[config.mk]
export PLATFORM = sky130hd
export DESIGN_NAME = trap_sequencer
export DESIGN_NICKNAME = d
export VERILOG_FILES = /design/src/rtl/trap_pkg.sv /design/src/rtl/trap_target_calc.sv /design/src/rtl/trap_sequencer.sv
export SDC_FILE = /design/constraint.sdc
export NUM_CORES = 1
export LEC_CHECK = 0
export BUFFER_PORTS_ARGS = -buffer_cell sky130_fd_sc_hd__buf_2
export CORE_AREA = 4 4 181 183
export CTS_CLUSTER_DIAMETER = 50
export DETAILED_ROUTE_END_ITERATION = 12
export DIE_AREA = 0 0 185 187
export GPL_TIMING_DRIVEN = 0
export HOLD_SLACK_MARGIN = 0.12
export PLACE_DENSITY = 0.74
export SYNTH_ARGS = -nofsm -noshare
export SYNTH_HDL_FRONTEND = slang
export SYNTH_SLANG_ARGS = --single-unit
[constraint.sdc]
create_clock -name clk -period 8.2 [get_ports clk]
set_clock_uncertainty 0.15 [all_clocks]
set_input_delay 0.82 -clock clk [delete_from_list [all_inputs] [get_ports clk]]
set_output_delay 0.82 -clock clk [all_outputs]
set_load 0.005 [all_outputs]
[src/rtl/trap_pkg.sv]
// Shared types and constants for the machine-mode trap sequencer.
package trap_pkg;

  typedef enum logic [1:0] {
    StIdle,
    StDrain,
    StTrap,
    StRet
  } trap_state_e;

  localparam logic [63:0] CAUSE_MTI     = 64'h8000_0000_0000_0007;
  localparam logic [63:0] CAUSE_ECALL_M = 64'd11;

  localparam logic [1:0] MTVEC_DIRECT   = 2'b00;
  localparam logic [1:0] MTVEC_VECTORED = 2'b01;

endpackage

[src/rtl/trap_target_calc.sv]
// Handler address from mtvec and the trap cause; reserved modes behave as direct.
module trap_target_calc
  import trap_pkg::*;
#(
  parameter int unsigned XLEN = 64
) (
  input  logic [XLEN-1:0] mtvec_i,
  input  logic [XLEN-1:0] cause_i,
  output logic [XLEN-1:0] target_o
);

  logic [XLEN-1:0] base;
  logic [XLEN-1:0] code;

  always_comb begin
    base = {mtvec_i[XLEN-1:2], 2'b00};
    code = {1'b0, cause_i[XLEN-2:0]};
    unique case (mtvec_i[1:0])
      MTVEC_DIRECT:   target_o = base;
      // Only interrupts are vectored; synchronous exceptions land on base.
      MTVEC_VECTORED: target_o = cause_i[XLEN-1] ? base + (code << 2) : base;
      default:        target_o = base;
    endcase
  end

endmodule

[src/rtl/trap_sequencer.sv]
// Machine-mode trap entry/exit sequencer: qualifies the timer interrupt, drains the pipe,
// then issues one-cycle CSR update + fetch redirect for interrupt, ecall and mret.
module trap_sequencer
  import trap_pkg::*;
#(
  parameter int unsigned     XLEN          = 64,
  parameter logic [XLEN-1:0] RESET_PC      = XLEN'(64'h8000_0000),
  parameter int unsigned     DRAIN_TIMEOUT = 64
) (
  input  logic            clk,
  input  logic            rst,
  input  logic            i_mstatus_mie,
  input  logic            i_mstatus_mpie,
  input  logic            i_mie_mtie,
  input  logic            i_clint_mtip,
  input  logic [XLEN-1:0] i_mtvec,
  input  logic [XLEN-1:0] i_mepc,
  input  logic            i_wb_valid,
  input  logic [XLEN-1:0] i_wb_pc,
  input  logic [XLEN-1:0] i_wb_npc,
  input  logic            i_wb_ecall,
  input  logic            i_wb_mret,
  input  logic            i_pipe_empty,
  output logic            o_stall_fetch,
  output logic            o_flush,
  output logic            o_redirect_valid,
  output logic [XLEN-1:0] o_redirect_pc,
  output logic            o_csr_we,
  output logic [XLEN-1:0] o_mepc_wdata,
  output logic [XLEN-1:0] o_mcause_wdata,
  output logic            o_mie_wdata,
  output logic            o_mpie_wdata,
  output logic            o_intr_taken,
  output logic            o_drain_err
);

  localparam int unsigned     CntW       = $clog2(DRAIN_TIMEOUT + 1);
  localparam logic [CntW-1:0] CntMax     = CntW'(DRAIN_TIMEOUT);
  localparam logic [XLEN-1:0] CauseMti   = {1'b1, (XLEN-1)'(CAUSE_MTI[62:0])};
  localparam logic [XLEN-1:0] CauseEcall = XLEN'(CAUSE_ECALL_M);

  trap_state_e     state_q, state_d;
  logic [XLEN-1:0] last_npc_q;
  logic [XLEN-1:0] mepc_q, mepc_d, cause_q, cause_d, target_q, target_d;
  logic            mie_w_q, mie_w_d, mpie_w_q, mpie_w_d, intr_q, intr_d;
  logic [CntW-1:0] cnt_q, cnt_d;
  logic            err_q, err_d;

  logic            irq, ecall, mret, active;
  logic [XLEN-1:0] tgt_cause, tgt_pc;

  assign irq       = i_mstatus_mie & i_mie_mtie & i_clint_mtip;
  assign ecall     = i_wb_valid & i_wb_ecall;
  assign mret      = i_wb_valid & i_wb_mret;
  assign tgt_cause = ecall ? CauseEcall : CauseMti;

  trap_target_calc #(
    .XLEN(XLEN)
  ) u_target (
    .mtvec_i (i_mtvec),
    .cause_i (tgt_cause),
    .target_o(tgt_pc)
  );

  always_comb begin
    state_d  = state_q;
    mepc_d   = mepc_q;
    cause_d  = cause_q;
    target_d = target_q;
    mie_w_d  = mie_w_q;
    mpie_w_d = mpie_w_q;
    intr_d   = intr_q;
    cnt_d    = cnt_q;
    err_d    = err_q;
    unique case (state_q)
      StIdle, StDrain: begin
        if (ecall) begin
          state_d  = StTrap;
          mepc_d   = i_wb_pc;
          cause_d  = CauseEcall;
          target_d = tgt_pc;
          mie_w_d  = 1'b0;
          mpie_w_d = i_mstatus_mie;
          intr_d   = 1'b0;
        end else if (mret) begin
          // mcause is left as last written; mepc is re-written with its own value.
          state_d  = StRet;
          mepc_d   = i_mepc;
          target_d = i_mepc;
          mie_w_d  = i_mstatus_mpie;
          mpie_w_d = 1'b1;
          intr_d   = 1'b0;
        end else if (state_q == StIdle) begin
          if (irq) begin
            state_d = StDrain;
            cnt_d   = '0;
          end
        end else if (!irq) begin
          state_d = StIdle;
        end else if (i_pipe_empty) begin
          state_d  = StTrap;
          mepc_d   = last_npc_q;
          cause_d  = CauseMti;
          target_d = tgt_pc;
          mie_w_d  = 1'b0;
          mpie_w_d = i_mstatus_mie;
          intr_d   = 1'b1;
        end
        if (state_q == StDrain) begin
          if (cnt_q != CntMax) cnt_d = cnt_q + 1'b1;
          if (cnt_d == CntMax) err_d = 1'b1;
        end
      end
      default: state_d = StIdle;
    endcase
  end

  always_ff @(posedge clk or posedge rst) begin
    if (rst) begin
      state_q    <= StIdle;
      last_npc_q <= RESET_PC;
      mepc_q     <= '0;
      cause_q    <= '0;
      target_q   <= '0;
      mie_w_q    <= 1'b0;
      mpie_w_q   <= 1'b0;
      intr_q     <= 1'b0;
      cnt_q      <= '0;
      err_q      <= 1'b0;
    end else begin
      state_q    <= state_d;
      if (i_wb_valid) last_npc_q <= i_wb_npc;
      mepc_q     <= mepc_d;
      cause_q    <= cause_d;
      target_q   <= target_d;
      mie_w_q    <= mie_w_d;
      mpie_w_q   <= mpie_w_d;
      intr_q     <= intr_d;
      cnt_q      <= cnt_d;
      err_q      <= err_d;
    end
  end

  assign active           = (state_q == StTrap) || (state_q == StRet);
  assign o_stall_fetch    = (state_q == StDrain);
  assign o_csr_we         = active;
  assign o_flush          = active;
  assign o_redirect_valid = active;
  assign o_redirect_pc    = active ? target_q : '0;
  assign o_mepc_wdata     = active ? mepc_q : '0;
  assign o_mcause_wdata   = active ? cause_q : '0;
  assign o_mie_wdata      = active & mie_w_q;
  assign o_mpie_wdata     = active & mpie_w_q;
  assign o_intr_taken     = (state_q == StTrap) & intr_q;
  assign o_drain_err      = err_q;

endmodule

==> impl_metrics.py, run 1 <==
metrics = {
    "worst_setup_path": {
        "cpMostUsedCell": "clkbuf_1",
        "cpMaxStageDelayCell": "clkbuf_1",
        "worstPathRequired_ns": 7.23,
        "crit_chain": "clkbuf_1 -> clkbuf_1 -> and2_1 -> buf_2",
        "end_kind": "output port",
        "r2r-end": "target_q[20]$_DFFE_PP0P_",
        "crit_arrival_ns": 2.67,
        "rr_startpoint": "state_q[0]$_DFFE_PP0P_",
        "critPathTopFamily": "buffers and inverters",
        "rrSetupSlack_ns": 5.40,
        "path_buf_inv": 3,
        "r2r_cells": 8,
        "critPathMaxStageDelay_ns": 0.65,
        "crit_path_start_kind": "register",
        "critical_path_class": "reg -> out",
        "crit_fanout": 10,
    },
    "grt": {
        "grt_start_max_net_pins": 115,
        "antenna_found_initial": 17,
        "overflow": 0,
        "grt_pass1_wl_mm": 75.9,
        "grt_pass1_vias": 12300,
        "grtUsageTotal_pct": 28.6,
    },
    "clock_network": {
        "cts-root-buf": "clkbuf_16",
        "cts_made_buffers": 30,
        "cts_setup_buffers": 0,
        "cts_max_level": 1,
        "clkTransAtPathRegs_ns": 0.06,
        "cts_tree": "yes",
        "clock_sinks": 208,
        "cts_resized": 0,
        "cts_buffer_depth": 3,
        "worstSkewPairLatency_ns": 0.55,
        "cts_hold_buf": 0,
    },
    "pwr": {
        "power_mw": 3.32,
        "p_per_area_nw_per_um2": 207,
        "clock_power_share_pct": 40.6,
        "p_leak_nw": 7.76,
        "pwr-share-comb_pct": 20.7,
        "vdd_ir_drop_max_v": 0.000146,
        "power_frac_seq_pct": 38.7,
        "p_switching_mw": 1.01,
        "internal_power_mw": 2.31,
        "p_sw_share_pct": 30.3,
    },
    "route": {
        "drt_iter0_drc": 940,
        "met3WireLength_mm": 4.98,
        "drt-total-wl_mm": 52.4,
        "drt_pass1_iterations": 6,
        "wl_per_cell_um": 23.0,
        "wirelength_met1_mm": 21.3,
        "via_count": 12600,
        "wl_met2_mm": 24.5,
        "top_layer": "met5",
        "via_per_inst": 5.54,
        "drtAntennaViolNets": 0,
        "drc": 0,
    },
    "sta": {
        "final-setup-viol-count": 0,
        "fmax_mhz": 274,
        "slew_violations": 0,
        "setup_tns_ns": 0,
        "period_share_pct": 44.4,
        "rsz0062_at_grt": "no",
        "holdWs_ns": 0.298,
        "hold_violations": 0,
        "worst_slew_pin_slew_ns": 1.02,
        "fin_crit_ns": 3.64,
        "max_slew_margin_pct": 32.2,
        "setup_ws_ns": 4.56,
    },
    "placed_design": {
        "hpwl_mm": 40.4,
        "gp_congestion": 0.896,
        "portBuffers": 406,
        "dpl_worst_slack_ns": 4.47,
    },
    "final_layout": {
        "drive_gt1_share_pct": 32.7,
        "syn2layout_area_growth_pct": 31.7,
        "final_common_cell": "buf_2",
        "fin_util_pct": 51.4,
        "layout.nets": 2111,
        "final_cell_mix": "409 x buf_2, 207 x dfrtp_1, 138 x nand2_1",
    },
    "job": {
        "maxCapViolations": 0,
    },
    "floorplan": {
        "start_util_pct": 39.0,
        "core_um2": 31200,
        "ios": 466,
        "rows": 65,
        "die_area_um2": 34600,
        "die_y_um": 187,
        "die_w_um": 185,
    },
    "synth": {
        "netlist_area_um2": 12200,
        "ys_seq_area_share_pct": 42.7,
        "ys_async_sr_fraction_pct": 100,
        "avgSynthCellArea_um2": 9.06,
        "ys_ff_latch": 208,
        "synthFlopType": "dfrtp_1",
        "synth_enable_flop_cells": 0,
        "synth_cells": 1345,
        "synth_warnings": 0,
        "ys_types": 57,
    },
    "outcome": {
        "status": "complete, no violations",
    },
    "worst_hold_path": {
        "hold_path.class": "in -> async",
    },
}
## stage by stage
stage,instance area [µm²],cells
after global placement,14900,2211
after floorplan,12400,1403
after CTS,16000,2266
after detailed placement,15000,2212
final,16000,2276
after global routing,16000,2273
## power groups by stage
stage / clock [mW] / sequential [mW] / combinational [mW]
6_report: 1.35 / 1.28 / 0.688
5_1_grt: 1.40 / 1.30 / 0.754
4_1_cts: 1.35 / 1.28 / 0.683
3_5_place_dp: 0 / 1.30 / 0.680
3_3_place_gp: 0 / 1.29 / 0.667
2_1_floorplan: 0 / 1.26 / 0.395
## layout make-up
class                      count  area, µm²
antenna                       10       25.0
buffer                       168        908
clock buffer                  39        876
clock inverter                15        169
fill                        2977      15200
inverter                      14       60.1
multi-input combinational   1013       6230
sequential                   208       5210
tap                          402        503
timing repair buffer         407       2060
## synthesized netlist by cell type (2+ instances only)
master | count | area (µm²)
buf_2 | 3 | 15.0
xor2_1 | 14 | 123
a21o_1 | 4 | 30.0
or4_1 | 4 | 30.0
a22oi_1 | 63 | 473
a31oi_1 | 3 | 18.8
xnor2_1 | 37 | 324
a22o_1 | 64 | 561
nand4b_1 | 3 | 26.3
and4_1 | 6 | 52.6
a31o_2 | 2 | 17.5
or2_2 | 4 | 25.0
and3_1 | 15 | 93.8
a21oi_1 | 42 | 210
nor4_1 | 23 | 144
nand3b_1 | 2 | 15.0
clkbuf_1 | 92 | 345
clkbuf_8 | 3 | 41.3
nand2_1 | 138 | 518
ha_1 | 3 | 37.5
o22ai_1 | 26 | 163
buf_4 | 63 | 473
nor3_1 | 20 | 100
o31ai_1 | 2 | 15.0
nand4_1 | 19 | 119
and2_1 | 136 | 851
mux2i_1 | 5 | 50.1
dfrtp_1 | 207 | 5180
nor2_1 | 65 | 244
nand3_1 | 35 | 175
buf_1 | 6 | 22.5
a41oi_1 | 2 | 17.5
o211ai_1 | 4 | 30.0
o21ai_0 | 126 | 631
or3_1 | 6 | 37.5
inv_1 | 13 | 48.8
mux2_2 | 64 | 721
a211oi_1 | 2 | 15.0
## routing by layer
| metal | up-vias | GRT usage, % |
|---|---|---|
| met5 | - | 0 |
| met4 | 18 | 7.71 |
| met3 | 116 | 6.26 |
| met2 | 711 | 46.6 |
| met1 | 6113 | 38.5 |
| li1 | 5655 | - |
## state kept, by name, indices dropped and copies added (netlist names)
signal	count
mie_w_q	1
intr_q	1
mepc_q	64
o_drain_err	1
mpie_w_q	1
cause_q	3
last_npc_q	64
state_q	2
cnt_q	7
target_q	64
## worst max-delay path by stage
| stage | start | slack (ns) | end | cells after the start |
|---|---|---|---|---|
| floorplan | rst | 1.55 | cause_q[1]$_DFFE_PP0P_ | 1 |
| global placement | rst | -1.08 | last_npc_q[53]$_DFFE_PP0P_ | 2 |
| CTS | state_q[1]$_DFFE_PP0P_ | 4.53 | o_redirect_pc[3] | 4 |
| finish | state_q[1]$_DFFE_PP0P_ | 4.56 | o_redirect_pc[3] | 4 |
| global route | state_q[1]$_DFFE_PP0P_ | 4.51 | o_redirect_pc[3] | 4 |
| detailed placement | i_wb_ecall | 4.47 | target_q[5]$_DFFE_PP0P_ | 7 |
## cells by family (layout without fill, tap and decap cells)
family	Yosys count	in the layout	share of synthesized area, %
buf+inv	182	643	7.89
compound gates	344	344	18.2
other cells	1	69	0.0308
mux	69	69	6.33
fa+ha+maj	3	3	0.308
simple gates	487	487	20.8
flops	208	208	42.7
xor+xnor	51	51	3.67
Power figures use the tool's default switching activity.
==> run 2: changes to the inputs <==
--- a/config.mk
+++ b/config.mk
@@ -6,13 +6,13 @@
 export NUM_CORES = 1
 export LEC_CHECK = 0
 export BUFFER_PORTS_ARGS = -buffer_cell sky130_fd_sc_hd__buf_2
-export CORE_AREA = 4 4 181 183
+export CORE_AREA = 4 4 180 182
 export CTS_CLUSTER_DIAMETER = 50
 export DETAILED_ROUTE_END_ITERATION = 12
-export DIE_AREA = 0 0 185 187
+export DIE_AREA = 0 0 184 186
 export GPL_TIMING_DRIVEN = 0
 export HOLD_SLACK_MARGIN = 0.12
-export PLACE_DENSITY = 0.74
+export PLACE_DENSITY = 0.77
 export SYNTH_ARGS = -nofsm -noshare
 export SYNTH_HDL_FRONTEND = slang
 export SYNTH_SLANG_ARGS = --single-unit
==> constraint.sdc (replaced) <==
create_clock -name clk -period 3.2 [get_ports clk]
set_clock_uncertainty 0.15 [all_clocks]
set_input_delay 0.32 -clock clk [delete_from_list [all_inputs] [get_ports clk]]
set_output_delay 0.32 -clock clk [all_outputs]
set_load 0.005 [all_outputs]
==> run 2 against run 1 <==
  * Critical endpoint is now target_q[32]$_DFFE_PP0P_
  * Final area grew 16%
  * Cell count up 11%
  * Setup slack worse by 4.5 ns
  * Critical path depth is 8 higher
  * Non-clock buffer count rose by 246
  * Wire length grew 9.0%
  * Largest cell class unchanged
  * Utilization increased by 9.5 points
  * First-iteration DRC count increased by 19%
==> impl_metrics.py, run 2 (synthesized netlist as in run 1, its figures left out) <==
metrics = {
    "outcome": {
        "status": "complete, no violations",
    },
    "floorplan": {
        "ios": 466,
        "core_um2": 30600,
        "rows": 64,
        "start_util_pct": 39.8,
        "die_area_um2": 34200,
        "die_y_um": 186,
        "die_w_um": 184,
    },
    "clock_network": {
        "cts_buffer_depth": 3,
        "clock_sinks": 208,
        "cts_made_buffers": 34,
        "cts_max_level": 2,
        "cts-root-buf": "clkbuf_16",
        "worstSkewPairLatency_ns": 0.51,
        "cts_tree": "yes",
        "clkTransAtPathRegs_ns": 0.05,
    },
    "placed_design": {
        "place_area_um2": 15000,
        "gp_congestion": 0.919,
        "portBuffers": 406,
        "hpwl_mm": 40.5,
    },
    "pwr": {
        "p_switching_mw": 2.80,
        "p_leak_nw": 8.87,
        "internal_power_mw": 6.33,
        "p_per_area_nw_per_um2": 490,
        "p_sw_share_pct": 30.7,
        "pwr-share-comb_pct": 22.7,
        "vdd_ir_drop_max_v": 0.000312,
        "clock_power_share_pct": 41.3,
        "power_frac_seq_pct": 36.0,
    },
    "sta": {
        "worst_slew_pin_slew_ns": 1.14,
        "holdWs_ns": 0.133,
        "final-setup-viol-count": 0,
        "period_share_pct": 97.1,
        "slew_violations": 0,
        "max_slew_margin_pct": 23.7,
        "rsz0062_at_grt": "no",
        "hold_violations": 0,
        "fmax_mhz": 322,
        "fin_crit_ns": 3.11,
    },
    "grt": {
        "antenna_found_initial": 4,
        "grt_pass1_vias": 14500,
        "grtUsageTotal_pct": 31.8,
        "grt_pass1_wl_mm": 83.4,
        "grt_start_max_net_pins": 42,
        "overflow": 0,
    },
    "final_layout": {
        "design_area_um2": 18600,
        "largest_registers": "last_npc_q x64, mepc_q x64, target_q x64",
        "layout.nets": 2361,
        "final_common_cell": "buf_2",
        "drive_gt1_share_pct": 29.7,
        "syn2layout_area_growth_pct": 52.8,
        "fin_util_pct": 60.8,
        "final_cell_mix": "409 x buf_2, 238 x dlygate4sd3_1, 207 x dfrtp_1",
    },
    "worst_setup_path": {
        "r2r_cells": 9,
        "crit_fanout": 10,
        "crit_path_start_kind": "primary input",
        "rrSetupSlack_ns": 0.34,
        "rr_startpoint": "state_q[0]$_DFFE_PP0P_",
        "worstPathRequired_ns": 3.50,
        "end_kind": "register",
        "critical_path_class": "in -> reg",
        "r2r-end": "target_q[32]$_DFFE_PP0P_",
        "crit_arrival_ns": 3.41,
    },
    "worst_hold_path": {
        "hold_path_depth": 4,
        "hold_path.class": "in -> reg",
        "hold_start": "i_wb_pc[5]",
        "min_to": "mepc_q[5]$_DFFE_PP0P_",
    },
    "route": {
        "drtAntennaViolNets": 0,
        "wl_per_cell_um": 22.7,
        "drt_pass1_iterations": 6,
        "via_count": 14200,
        "drt-total-wl_mm": 57.1,
        "drc": 0,
        "via_per_inst": 5.63,
        "drt_iter0_drc": 1115,
    },
    "job": {
        "maxCapViolations": 0,
    },
}
-- run 2: changes by cell type in the layout (fill, tap and decap cells not counted), sizes merged, moves of 2 or more --
cell	previous run	this run
buf	480	488
clkinv	7	11
clkinvlp	1	3
diode	10	6
dlygate4sd3	0	238
-- run 2: per-layer routing --
layer,global-route usage [%],up-vias,routed length (µm)
li1,-,6157,-
met1,39.5,6834,21900
met2,52.0,969,26500
met3,7.70,228,5630
met4,16.0,0,3090
met5,0,-,0
-- run 2: metrics by stage --
| stage | TNS, ns | cells | power (mW) | setup slack [ns] |
|---|---|---|---|---|
| 3_3_place_gp | -285.01 | 2205 | 5.00 | -1.40 |
| 6_report | 0 | 2519 | 9.13 | 0.0913 |
| 4_1_cts | 0 | 2509 | 9.09 | 0.00359 |
| 3_5_place_dp | 0 | 2210 | 5.08 | 0.0585 |
| 2_1_floorplan | 0 | 1403 | 4.25 | 0.0306 |
| 5_1_grt | 0 | 2517 | 9.50 | 0.00135 |
-- run 2: power groups by stage --
stage	logic [mW]	registers, mW	clock network [mW]
floorplan	1.01	3.24	0
global placement	1.69	3.31	0
detailed placement	1.76	3.32	0
CTS	2.01	3.28	3.80
global route	2.24	3.33	3.93
finish	2.07	3.29	3.77
-- run 2: area by class of cell --
type | instances | area, µm²
plain buffers | 168 | 915
well taps | 396 | 495
fillers | 2502 | 12000
diodes | 6 | 15.0
inverters | 14 | 56.3
clock inverters | 23 | 264
multi-input cells | 1013 | 6230
flip-flops and latches | 208 | 5210
repair buffers | 653 | 4540
clock buffers | 38 | 886
-- run 2: how the worst max path moves through the flow --
stage / start / endpoint / slack [ns] / cells after the start
after floorplan: rst / cause_q[1]$_DFFE_PP0P_ / 0.03 / 1
after global placement: rst / last_npc_q[14]$_DFFE_PP0P_ / -1.40 / 2
after detailed placement: i_mtvec[2] / target_q[6]$_DFFE_PP0P_ / 0.06 / 11
after CTS: state_q[1]$_DFFE_PP0P_ / o_redirect_pc[2] / 0.004 / 4
after global routing: i_mstatus_mie / target_q[32]$_DFFE_PP0P_ / 0.001 / 12
final: i_mstatus_mie / target_q[32]$_DFFE_PP0P_ / 0.09 / 12
-- run 2: repair_timing --
item                                    in CTS  in global routing
endpoints found under the setup margin       0                 19
hold endpoints to repair                   211                  0
resized for setup                            0                 11
buffers inserted                             0                  4
hold buffers                               238                  0
-- run 2: worst max-delay path: stages --
cell,delay (ns)
dlygate4sd3_1,0.52
buf_2,0.11
and3_1,0.21
nand3_1,0.13
a21o_1,0.21
buf_6,0.17
inv_1,0.08
clkbuf_1,0.58
clkbuf_8,0.35
nand4_1,0.11
nand3_1,0.08
dlygate4sd3_1,0.54
